$ cat src/rtl/rng_address_gen.sv
// -----------------------------------------------------------------------------
// rng_address_gen
//
// Purpose:
//   Responder side of the start_rngAddress / done_rng_address handshake used by
//   the winner-policy FSM during exploration. A random selector `which` (masked
//   to WHICH_BITS) is reduced modulo `betterNeighborCount` (clamped to
//   MAX_NEIGHBORS) by repeated subtraction, one subtraction per enabled clock.
//   The remainder is returned as an entry index into the better-neighbour table.
//
// Ports:
//   clock                in   system clock, rising edge
//   rst                  in   asynchronous, active-high reset
//   en                   in   global enable; when low all state and outputs hold
//   start_rngAddress     in   level request, held until done is seen
//   betterNeighborCount  in   divisor, sampled in LOAD
//   which                in   random selector, sampled in LOAD, masked
//   rng_address          out  result index, held until the next LOAD
//   done_rng_address     out  one-enabled-cycle completion pulse
//   zero_count           out  sampled count was zero (valid with done)
//   busy                 out  high while in LOAD, SUB and DONE
//
// Sequence: IDLE -> LOAD -> SUB (x q) -> DONE -> RELEASE -> IDLE.
// Zero count skips SUB: IDLE -> LOAD -> DONE.
// -----------------------------------------------------------------------------
module rng_address_gen #(
    parameter int WORD_WIDTH    = 16,
    parameter int WHICH_BITS    = 4,
    parameter int MAX_NEIGHBORS = 16
) (
    input  logic                  clock,
    input  logic                  rst,
    input  logic                  en,
    input  logic                  start_rngAddress,
    input  logic [WORD_WIDTH-1:0] betterNeighborCount,
    input  logic [WORD_WIDTH-1:0] which,
    output logic [WORD_WIDTH-1:0] rng_address,
    output logic                  done_rng_address,
    output logic                  zero_count,
    output logic                  busy
);

    // One extra bit so the divisor can hold MAX_NEIGHBORS (2^WHICH_BITS).
    localparam int RW = WHICH_BITS + 1;

    typedef enum logic [2:0] {
        S_IDLE,
        S_LOAD,
        S_SUB,
        S_DONE,
        S_RELEASE
    } state_t;

    state_t          r_state;
    logic [RW-1:0]   r_rem;
    logic [RW-1:0]   r_div;

    logic [RW-1:0]   w_which_masked;
    logic [RW-1:0]   w_count_clamped;
    logic            w_count_zero;
    logic            w_rem_ge_div;
    logic [RW-1:0]   w_rem_minus_div;
    logic            w_unused_which_hi;

    // Upper selector bits are deliberately discarded.
    assign w_which_masked    = {1'b0, which[WHICH_BITS-1:0]};
    assign w_unused_which_hi = ^which[WORD_WIDTH-1:WHICH_BITS];

    // Clamp in full width first so large counts never alias after truncation.
    assign w_count_clamped = (betterNeighborCount > WORD_WIDTH'(MAX_NEIGHBORS))
                           ? RW'(MAX_NEIGHBORS)
                           : betterNeighborCount[RW-1:0];
    assign w_count_zero    = (w_count_clamped == '0);

    assign w_rem_ge_div    = (r_rem >= r_div);
    assign w_rem_minus_div = r_rem - r_div;

    always_ff @(posedge clock or posedge rst) begin
        if (rst) begin
            r_state          <= S_IDLE;
            r_rem            <= '0;
            r_div            <= '0;
            rng_address      <= '0;
            done_rng_address <= 1'b0;
            zero_count       <= 1'b0;
            busy             <= 1'b0;
        end else if (en) begin
            case (r_state)
                S_IDLE: begin
                    if (start_rngAddress) begin
                        r_state <= S_LOAD;
                        busy    <= 1'b1;
                    end
                end

                S_LOAD: begin
                    r_rem <= w_which_masked;
                    r_div <= w_count_clamped;
                    if (w_count_zero) begin
                        rng_address      <= '0;
                        zero_count       <= 1'b1;
                        done_rng_address <= 1'b1;
                        r_state          <= S_DONE;
                    end else begin
                        zero_count <= 1'b0;
                        r_state    <= S_SUB;
                    end
                end

                S_SUB: begin
                    // div is non-zero here, so the loop always terminates.
                    if (w_rem_ge_div) begin
                        r_rem <= w_rem_minus_div;
                    end else begin
                        rng_address      <= WORD_WIDTH'(r_rem);
                        done_rng_address <= 1'b1;
                        r_state          <= S_DONE;
                    end
                end

                S_DONE: begin
                    done_rng_address <= 1'b0;
                    busy             <= 1'b0;
                    r_state          <= S_RELEASE;
                end

                S_RELEASE: begin
                    // A still-held request must be dropped before re-arming.
                    if (!start_rngAddress) begin
                        r_state <= S_IDLE;
                    end
                end

                default: begin
                    r_state <= S_IDLE;
                end
            endcase
        end
    end

endmodule

$ cat config.mk
export PLATFORM = sky130hd
export DESIGN_NAME = rng_address_gen
export DESIGN_NICKNAME = d
export VERILOG_FILES = /design/src/rtl/rng_address_gen.sv
export SDC_FILE = /design/constraint.sdc
export NUM_CORES = 1
export LEC_CHECK = 0
export ABC_AREA = 1
export CAP_MARGIN = 15
export CORE_UTILIZATION = 47
export CTS_CLUSTER_SIZE = 24
export DETAILED_ROUTE_END_ITERATION = 7
export PLACE_DENSITY = 0.87
export SLEW_MARGIN = 20
export SYNTH_ARGS = -nofsm -noshare
export SYNTH_HDL_FRONTEND = slang
export SYNTH_SLANG_ARGS = --single-unit
$ cat constraint.sdc
create_clock -name clock -period 4.7 [get_ports clock]
set_input_delay 0.705 -clock clock [delete_from_list [all_inputs] [get_ports clock]]
set_output_delay 0.705 -clock clock [all_outputs]
set_load 0.01 [all_outputs]
# --- Yosys cells after proc, flatten, opt, wreduce, memory -nomap -nowiden ---
# Index checks and enable logic that the tools add are counted.
op_classes:
  n_eq_ne: 9
  order_cmp: 2
  add_sub_neg: 1
  n_reduce_logical: 11
  muxes: 17
ops:
  columns: ["cell", "n"]
  rows:
  - ["16-bit two-way mux", 2]
  - ["16-bit case mux with 2 select lines", 1]
  - ["16-bit by 5-bit greater-than comparator with 1-bit output (second input constant)", 1]
  - ["3-bit case mux with 5 select lines", 1]
  - ["4-bit AND reduction", 3]
  - ["5-bit two-way mux", 2]
  - ["2-bit inequality test (second input constant)", 5]
  - ["5-bit case mux with 2 select lines", 1]
  - ["3-bit two-way mux", 3]
  - ["3-bit by 2-bit equality test with 1-bit output (second input constant)", 2]
  - ["3-bit AND reduction", 2]
  - ["5-bit >= comparator", 1]
  - ["5-bit logical NOT", 1]
  - ["1-bit two-way mux", 5]
  - ["5-bit subtractor", 1]
  - ["2-bit nonzero test", 2]
  - ["3-bit by 1-bit equality test with 1-bit output (second input constant)", 1]
  - ["3-bit equality test (second input constant)", 1]
  - ["3-bit logical NOT", 1]
  - ["1-bit case mux with 3 select lines", 1]
  - ["3-bit nonzero test", 1]
  - ["1-bit case mux with 2 select lines", 1]
  - ["2-bit AND reduction", 1]
totals:
  word_cells: 47
  out_inout_bits: 19
  inputBits: 36
  reg_bits: 32

# --- Longest topological paths before layout ---
# Gate-level depths: netlist of run 1.
logic_depth:
  depth_word: 5
  ltp_mapped: 11
  depth_no_buf: 11

# --- Worst setup path after synthesis of run 1 ---
# No wires, ideal clock.
synth_timing:
  path_kind: "reg-to-reg"
  startpoint: "register r_rem[4]"
  endpoint: "register rng_address[0]"
  n_path_buf: 0
  synth_period_minus_slack_ns: 1.706
  setup_time_ns: 0.117
  path_stages_with_launch: 10
  path_slack_ns: 2.994
  required_time_ns: 4.583
  t_arrival_ns: 1.589
  cell_sequence: "dfrtp_1 -> ha_1 -> nand2_1 -> inv_1 -> a21oi_1 -> nand3_1 -> a21boi_4 -> nand3_4 -> nand2_1 -> nand2_1"
synth_via:
  elab_chain_cells: 3
synth_rtl:
  columns: ["item", "line_no", "text"]
  rows:
  - ["from (decl)", "55", "logic [RW-1:0] r_rem;"]
  - ["from (signal assigned)", "97", "r_rem <= w_which_masked;"]
  - ["from (signal assigned)", "113", "r_rem <= w_rem_minus_div;"]
  - ["5-bit >= comparator", "75", "assign w_rem_ge_div = (r_rem >= r_div);"]
  - ["2-bit inequality test (no source line)", null, null]
  - ["4-bit AND reduction (no source line)", null, null]
  - ["to (signal assigned)", "115", "rng_address <= WORD_WIDTH'(r_rem);"]
  - ["to (decl)", "37", "output logic [WORD_WIDTH-1:0] rng_address,"]
# Every way passes these cells.
# A chain may end at the register's enable or synchronous reset.

# --- Worst setup path in the final report of run 1 ---
layout_timing:
  startpoint: "input port en"
  endpoint: "register r_div[3]"
layout_via:
  elab_chain_cells: 1
layout_rtl:
  columns: ["item", "line_no", "text"]
  rows:
  - ["from (decl)", "33", "input logic en,"]
  - ["2-bit AND reduction (no source line)", null, null]
  - ["to (signal assigned)", "98", "r_div <= w_count_clamped;"]
  - ["to (decl)", "56", "logic [RW-1:0] r_div;"]
# Every way passes these cells.

==> results of run 1 <==
[power breakdown]
part	switching, mW	internal (mW)
logic	0.273	0.192
registers	0.0474	0.240
clock network	0.0586	0.0319
total	0.379	0.465
[worst min path at each step]
stage | cells past startpoint | startpoint | slack [ns] | end
2_1_floorplan | 2 | r_div[2] | 0.46 | r_div[2]
3_3_place_gp | 2 | rng_address[3] | 0.45 | rng_address[3]
3_5_place_dp | 2 | rng_address[2] | 0.46 | rng_address[2]
4_1_cts | 2 | rng_address[2] | 0.49 | rng_address[2]
5_1_grt | 2 | rng_address[2] | 0.50 | rng_address[2]
6_report | 2 | rng_address[2] | 0.48 | rng_address[2]
[cell type report]
cell class                      instances  area (um2)
Fill cell                             265        1080
Multi-Input combinational cell        143         747
Sequential cell                        21         526
Timing Repair Buffer                   31         310
Inverter                               26        97.6
Tap cell                               31        38.8
Clock buffer                            3        22.5
Clock inverter                          1        5.00
[registers in the layout, indices dropped and copies added (netlist names)]
name,flops
r_rem,5
done_rng_address,1
r_div,5
r_state,3
rng_address,5
zero_count,1
busy,1
[placed cells by master (no fill, tap or decap), drive strengths merged, types with 2 or more instances in the layout]
cell type,count
clkdlybuf4s50,31
o21ai,18
inv,25
conb,11
nand4,9
a21oi,5
clkinv,2
clkbuf,3
nor3,3
nand3,7
dfrtp,21
ha,5
or2,2
nor2,20
nand2,55
[per-layer routing]
| metal | global-route usage | vias to the layer above | share of wire |
|---|---|---|---|
| li1 | - | 671 | - |
| met2 | 0.313 | 47 | 0.47 |
| met5 | 0 | - | 0 |
| met3 | 0.0227 | 3 | 0.049 |
| met4 | 0.101 | 0 | 0.014 |
| met1 | 0.238 | 582 | 0.47 |
[logic make-up (layout without fill, tap and decap cells)]
logic type	count (synthesis)	in the layout
compound gates	29	29
fa+ha+maj	6	6
buf+inv	40	61
flops	21	21
other cells	1	11
simple gates	97	97
[critical path: cells and delay by family]
kind / cells / cell delay (ns)
compound gates: 1 / 0.16
simple gates: 2 / 0.63
buf+inv: 1 / 0.76
[stage by stage]
step                      hold slack (ns)   util  setup slack, ns  instances
after floorplan                     0.459      -             2.99        204
after global placement              0.454  0.608             2.38        252
after detailed placement            0.459  0.608             2.36        252
after CTS                           0.488  0.617             2.70        256
after global routing                0.502  0.617             2.49        256
final                               0.484  0.617             2.71        256
==> run metrics, run 1 <==
status=finished with violations; failing checks=DRC; total negative setup slack=0 ns; CTS root buffer=clkbuf_4; final instance area=0.00175 mm2; area fraction of the dominant cell type after synthesis=0.367; Initial Utilization=0.506; async set or reset register ratio after synthesis=1.00; Leak=0.850 nW; capture point of the worst path=r_div[3]; ys flop type=dfrtp_1; YS warnings=0; Pwr Density=483 mW/mm2; most frequent cell after synthesis=nand2_1; RD Place Congestion=a little under 0.8; R2R Path Start=r_rem[2]; clk sinks=21; first-pass GRT wire length=4730 um; final setup violating endpoints=0; HP Class=reg -> reg; Req. time, crit path=around 5.0 ns; slew of the pin with the lowest slew margin=approximately 0.80 ns; top cells by area, synth=dfrtp_1, nand2_1, buf_4; Max Root-Sink Buffers=2; Worst R2R End=rng_address[3]; io pins=55; Design Power=around 840 uW; max-slew violation count=0; Cell Area, Synth=roughly 0.0014 mm2; Fin. Hold Viols=0; FMAX=503 MHz; cell accounting for the most synthesized area=dfrtp_1; Final Critical Period=around 2 ns; port buffer count=31; clock slew at reported path FFs=0.12 ns; via count=1303; Post-Synthesis Cells=just under 200; GRT overflow=0; Post-CTS Repair Setup Buffers=0; TritonCTS clock tree=done; post_cts resized=0; CTS buffer count=3; Post-synth EDFFs=0; # Max-Cap Violations=0; Avg WL per Cell=10.4 um; area fraction in compound gates after synthesis=0.125; Setup crit end kind=flip-flop; Tot GR Track Use=0.187; Worst R2R Setup Slack=approximately 2.8 ns; flops & latches, synth=21; Chip Height=57.2 um; dpl cell area=between 0.0015 and 0.002 mm2; mux contribution to synthesized area=0; cells on worst reg2reg path=9; violation count after the first detailed-route iteration=just over 70; HPWL Detailed=2110 um; worst-path maximum fanout=12; kind of critical path=in -> reg; CP arrival=approximately 2.3 ns; adder-cell share of the synthesized area=0.0577; Crit path largest cell delay=roughly 0.76 ns; share of layout cells above drive strength 1=0.0711; synthesized area per cell=approximately 7.4 um2; simple-gate portion of the synthesized area=0.311; Max IR drop VDD=approximately 0.22 mV; H-tree depth=1; Routed Antenna Nets=0; post-synthesis sequential area ratio=0.367; number of global-route vias before repair=1177; Area Overhead vs Synth=22.1%; clock latency on the worst-skew pair=~0.32 ns; TritonRoute pass-1 iters=6; post-synthesis cell type count=31; Die X=~57 um; die area=roughly 0.0033 mm2; Startpoint Class=input port; largest net degree at the start of global routing=22; site row count=19; Final #Nets=268; CP Launch Point=en; initial antenna violation count=0; via/cell ratio=slightly above 5; unrepaired setup endpoints after global routing=false; most frequent cells after synthesis=nand2_1, dfrtp_1, inv_1; Final Skew=around 0.0044 ns; ANT cells=0; Slew Limit Headroom=0.463; Post-Route WL=between 2000 and 3000 um; largest family of logic cells by synthesized area=simple AND/OR/NAND/NOR gates; xor/xnor cell area share of the yosys netlist=0; critical path, cell by cell=clkdlybuf4s50_1 -> nand2_1 -> nor3_1 -> a22o_1; Post-route DRC=5; Core Box Area=roughly 0.0028 mm2; final worst-path cycle share=0.423; CTS hold repair buffers=0; Slowest cell on crit path=clkdlybuf4s50_1
No activity file was read; power rests on OpenSTA's default activity.
==> run 2, diff against run 1 <==
--- a/config.mk
+++ b/config.mk
@@ -7,10 +7,10 @@
 export LEC_CHECK = 0
 export ABC_AREA = 1
 export CAP_MARGIN = 15
-export CORE_UTILIZATION = 47
+export CORE_UTILIZATION = 39
 export CTS_CLUSTER_SIZE = 24
 export DETAILED_ROUTE_END_ITERATION = 7
-export PLACE_DENSITY = 0.87
+export PLACE_DENSITY = 0.77
 export SLEW_MARGIN = 20
 export SYNTH_ARGS = -nofsm -noshare
 export SYNTH_HDL_FRONTEND = slang
==> constraint.sdc (replaced) <==
create_clock -name clock -period 1.7 [get_ports clock]
set_input_delay 0.255 -clock clock [delete_from_list [all_inputs] [get_ports clock]]
set_output_delay 0.255 -clock clock [all_outputs]
set_load 0.01 [all_outputs]
==> run 2 against run 1 <==
Compared with the run above: the flow finishes with violations (setup timing); setup slack worse by 2.7 ns; clock-buffer cell count unchanged; via count up 6.0%; final cell count increased by 14%; highest routed layer unchanged; non-clock buffer count increased by 21; first-iteration DRC count shrank 36%; global-route usage fell by 2.5 points; wire length is 9.4% higher; cell area rose by 16%; register-to-register slack worse by 2.8 ns.
==> run metrics, run 2 (synthesis results as in run 1) <==
Worst R2R End=r_rem[1]; Initial Utilization=0.419 (-0.0868); Max Root-Sink Buffers=2 (unchanged); R2R Path Start=r_rem[2]; Chip Height=62.6 um (+9.4%); Fin. Hold Viols=0 (unchanged); CTS root buffer=clkbuf_4; number of global-route vias before repair=1256 (+6.7%); Util after Layout=0.594 (-0.0233); Core Box Area=0.00342 mm2 (+21%); total negative setup slack=-0.00855 ns (-0.00855 ns); port buffer count=31 (unchanged); share of layout cells above drive strength 1=0.240 (+0.169); Placed Cells=285 (+13%); status=finished with violations; ANT cells=0 (unchanged); commonest non-fill, non-tap cell in the layout=nand2_1; clk sinks=21 (unchanged); Routed Antenna Nets=0 (unchanged); HP Class=in -> async; Worst Slack Setup Final=-0.00855 ns (-2.72 ns); H-tree depth=1 (unchanged); Leak=0.972 nW (+14%); Design Power=2.71 mW (+220%); Final #Nets=289 (+7.8%); TritonCTS clock tree=done; initial antenna violation count=0 (unchanged); io pins=55 (unchanged); Final Skew=0.0122 ns (+0.00776 ns); CTS hold repair buffers=0 (unchanged); cells on worst reg2reg path=10 (+1); # Max-Cap Violations=0 (unchanged); final worst-path cycle share=1.01; violation count after the first detailed-route iteration=46 (-36%); first-pass GRT wire length=5100 um (+7.9%); pre-CTS WS=-0.0799 ns (-2.44 ns); Largest regs=r_div (5), r_rem (5), rng_address (5); max-slew violation count=0 (unchanged); kind of critical path=reg -> reg; Post-Layout Cell Count=292 (+14%); Avg WL per Cell=10.0 um (-4.0%); Tot GR Track Use=0.163 (-0.0248); via count=1381 (+6.0%); Final Critical Period=approximately 1.7 ns; CTS buffer count=3 (unchanged); clock slew at reported path FFs=0.12 ns (about the same); dpl cell area=0.00188 mm2 (+9.5%); final instance area=0.00203 mm2 (+16%); Die X=62.6 um (+9.4%); commonest non-fill, non-tap cells in the layout=nand2_1, clkdlybuf4s50_1, dfrtp_1; TritonRoute pass-1 iters=4 (-2); Post-Route WL=2920 um (+9.4%); Req. time, crit path=1.93 ns (-3.04 ns); clock latency on the worst-skew pair=0.31 ns (about the same); GRT overflow=0 (unchanged); Max IR drop VDD=0.575 mV (+160%); site row count=21 (+2); HPWL Detailed=2260 um (+7.2%); FMAX=between 500 and 600 MHz; Worst R2R Setup Slack=-0.009 ns (-2.76 ns); CP arrival=1.94 ns (-0.32 ns); Pwr Density=1340 mW/mm2 (+180%); Startpoint Class=flip-flop; worst-path maximum fanout=8 (-4); failing checks=setup timing; RD Place Congestion=0.791 (about the same); die area=0.00391 mm2 (+20%); Area Overhead vs Synth=41.9%; unrepaired setup endpoints after global routing=true; via/cell ratio=4.73 (-7.1%); largest net degree at the start of global routing=22 (unchanged); Post-route DRC=0 (-5); final hold slack=0.264 ns (-0.220 ns); final setup violating endpoints=1 (+1); Setup crit end kind=flip-flop
==> run 2: cell types whose count changed in the layout (fill, tap and decap cells not counted), sizes merged <==
cell,delta
inv,+1
buf,+21
clkinv,-1
==> run 2: critical path: stages (launching register included) <==
cell	delay [ns]
dfrtp_1	0.44
ha_4	0.31
nand2_2	0.06
inv_2	0.05
nand3b_1	0.11
buf_4	0.15
nand4_1	0.10
nand3_2	0.14
inv_4	0.14
nand2_1	0.06
o21ai_1	0.08
==> run 2: timing repair <==
action / 4_1_cts / 5_1_grt
gates resized for setup: 12 / 19
pin swaps: 9 / 12
endpoints found under the setup margin: 13 / 14
setup buffers: 1 / 2
==> run 2: worst max path at each step <==
stage                   from        endpoint  slack [ns]  cells after the start
global placement    r_rem[2]      r_state[1]       -0.06                     10
global route        r_div[4]        r_rem[1]       -0.11                     11
floorplan           r_rem[2]  rng_address[0]        0.03                      9
CTS                 r_div[2]  rng_address[2]       -0.01                     10
detailed placement  r_rem[2]  rng_address[2]       -0.08                      9
finish              r_rem[2]        r_rem[1]      -0.009                     10
==> run 2: cell type report <==
class                      instances  area (um2)
clock buffer                       3        22.5
clock inverter                     1        5.00
fill                             317        1390
inverter                          26         100
multi-input combinational        143         843
sequential                        21         526
tap                               46        57.6
timing repair buffer              52         475
==> run 2: routing by layer <==
layer | global-route usage | up-vias | part of all wire
met5 | 0 | - | 0
met4 | 0.0378 | 0 | 0.013
met3 | 0.0420 | 7 | 0.049
met2 | 0.311 | 44 | 0.51
li1 | - | 717 | -
met1 | 0.176 | 613 | 0.43
==> run 2: power breakdown <==
part	switching (mW)	internal (mW)	leakage, nW	total (mW)
Sequential	0.140	0.664	0.272	0.804
Clock	0.151	0.0879	0.0177	0.239
Combinational	0.881	0.787	0.682	1.67
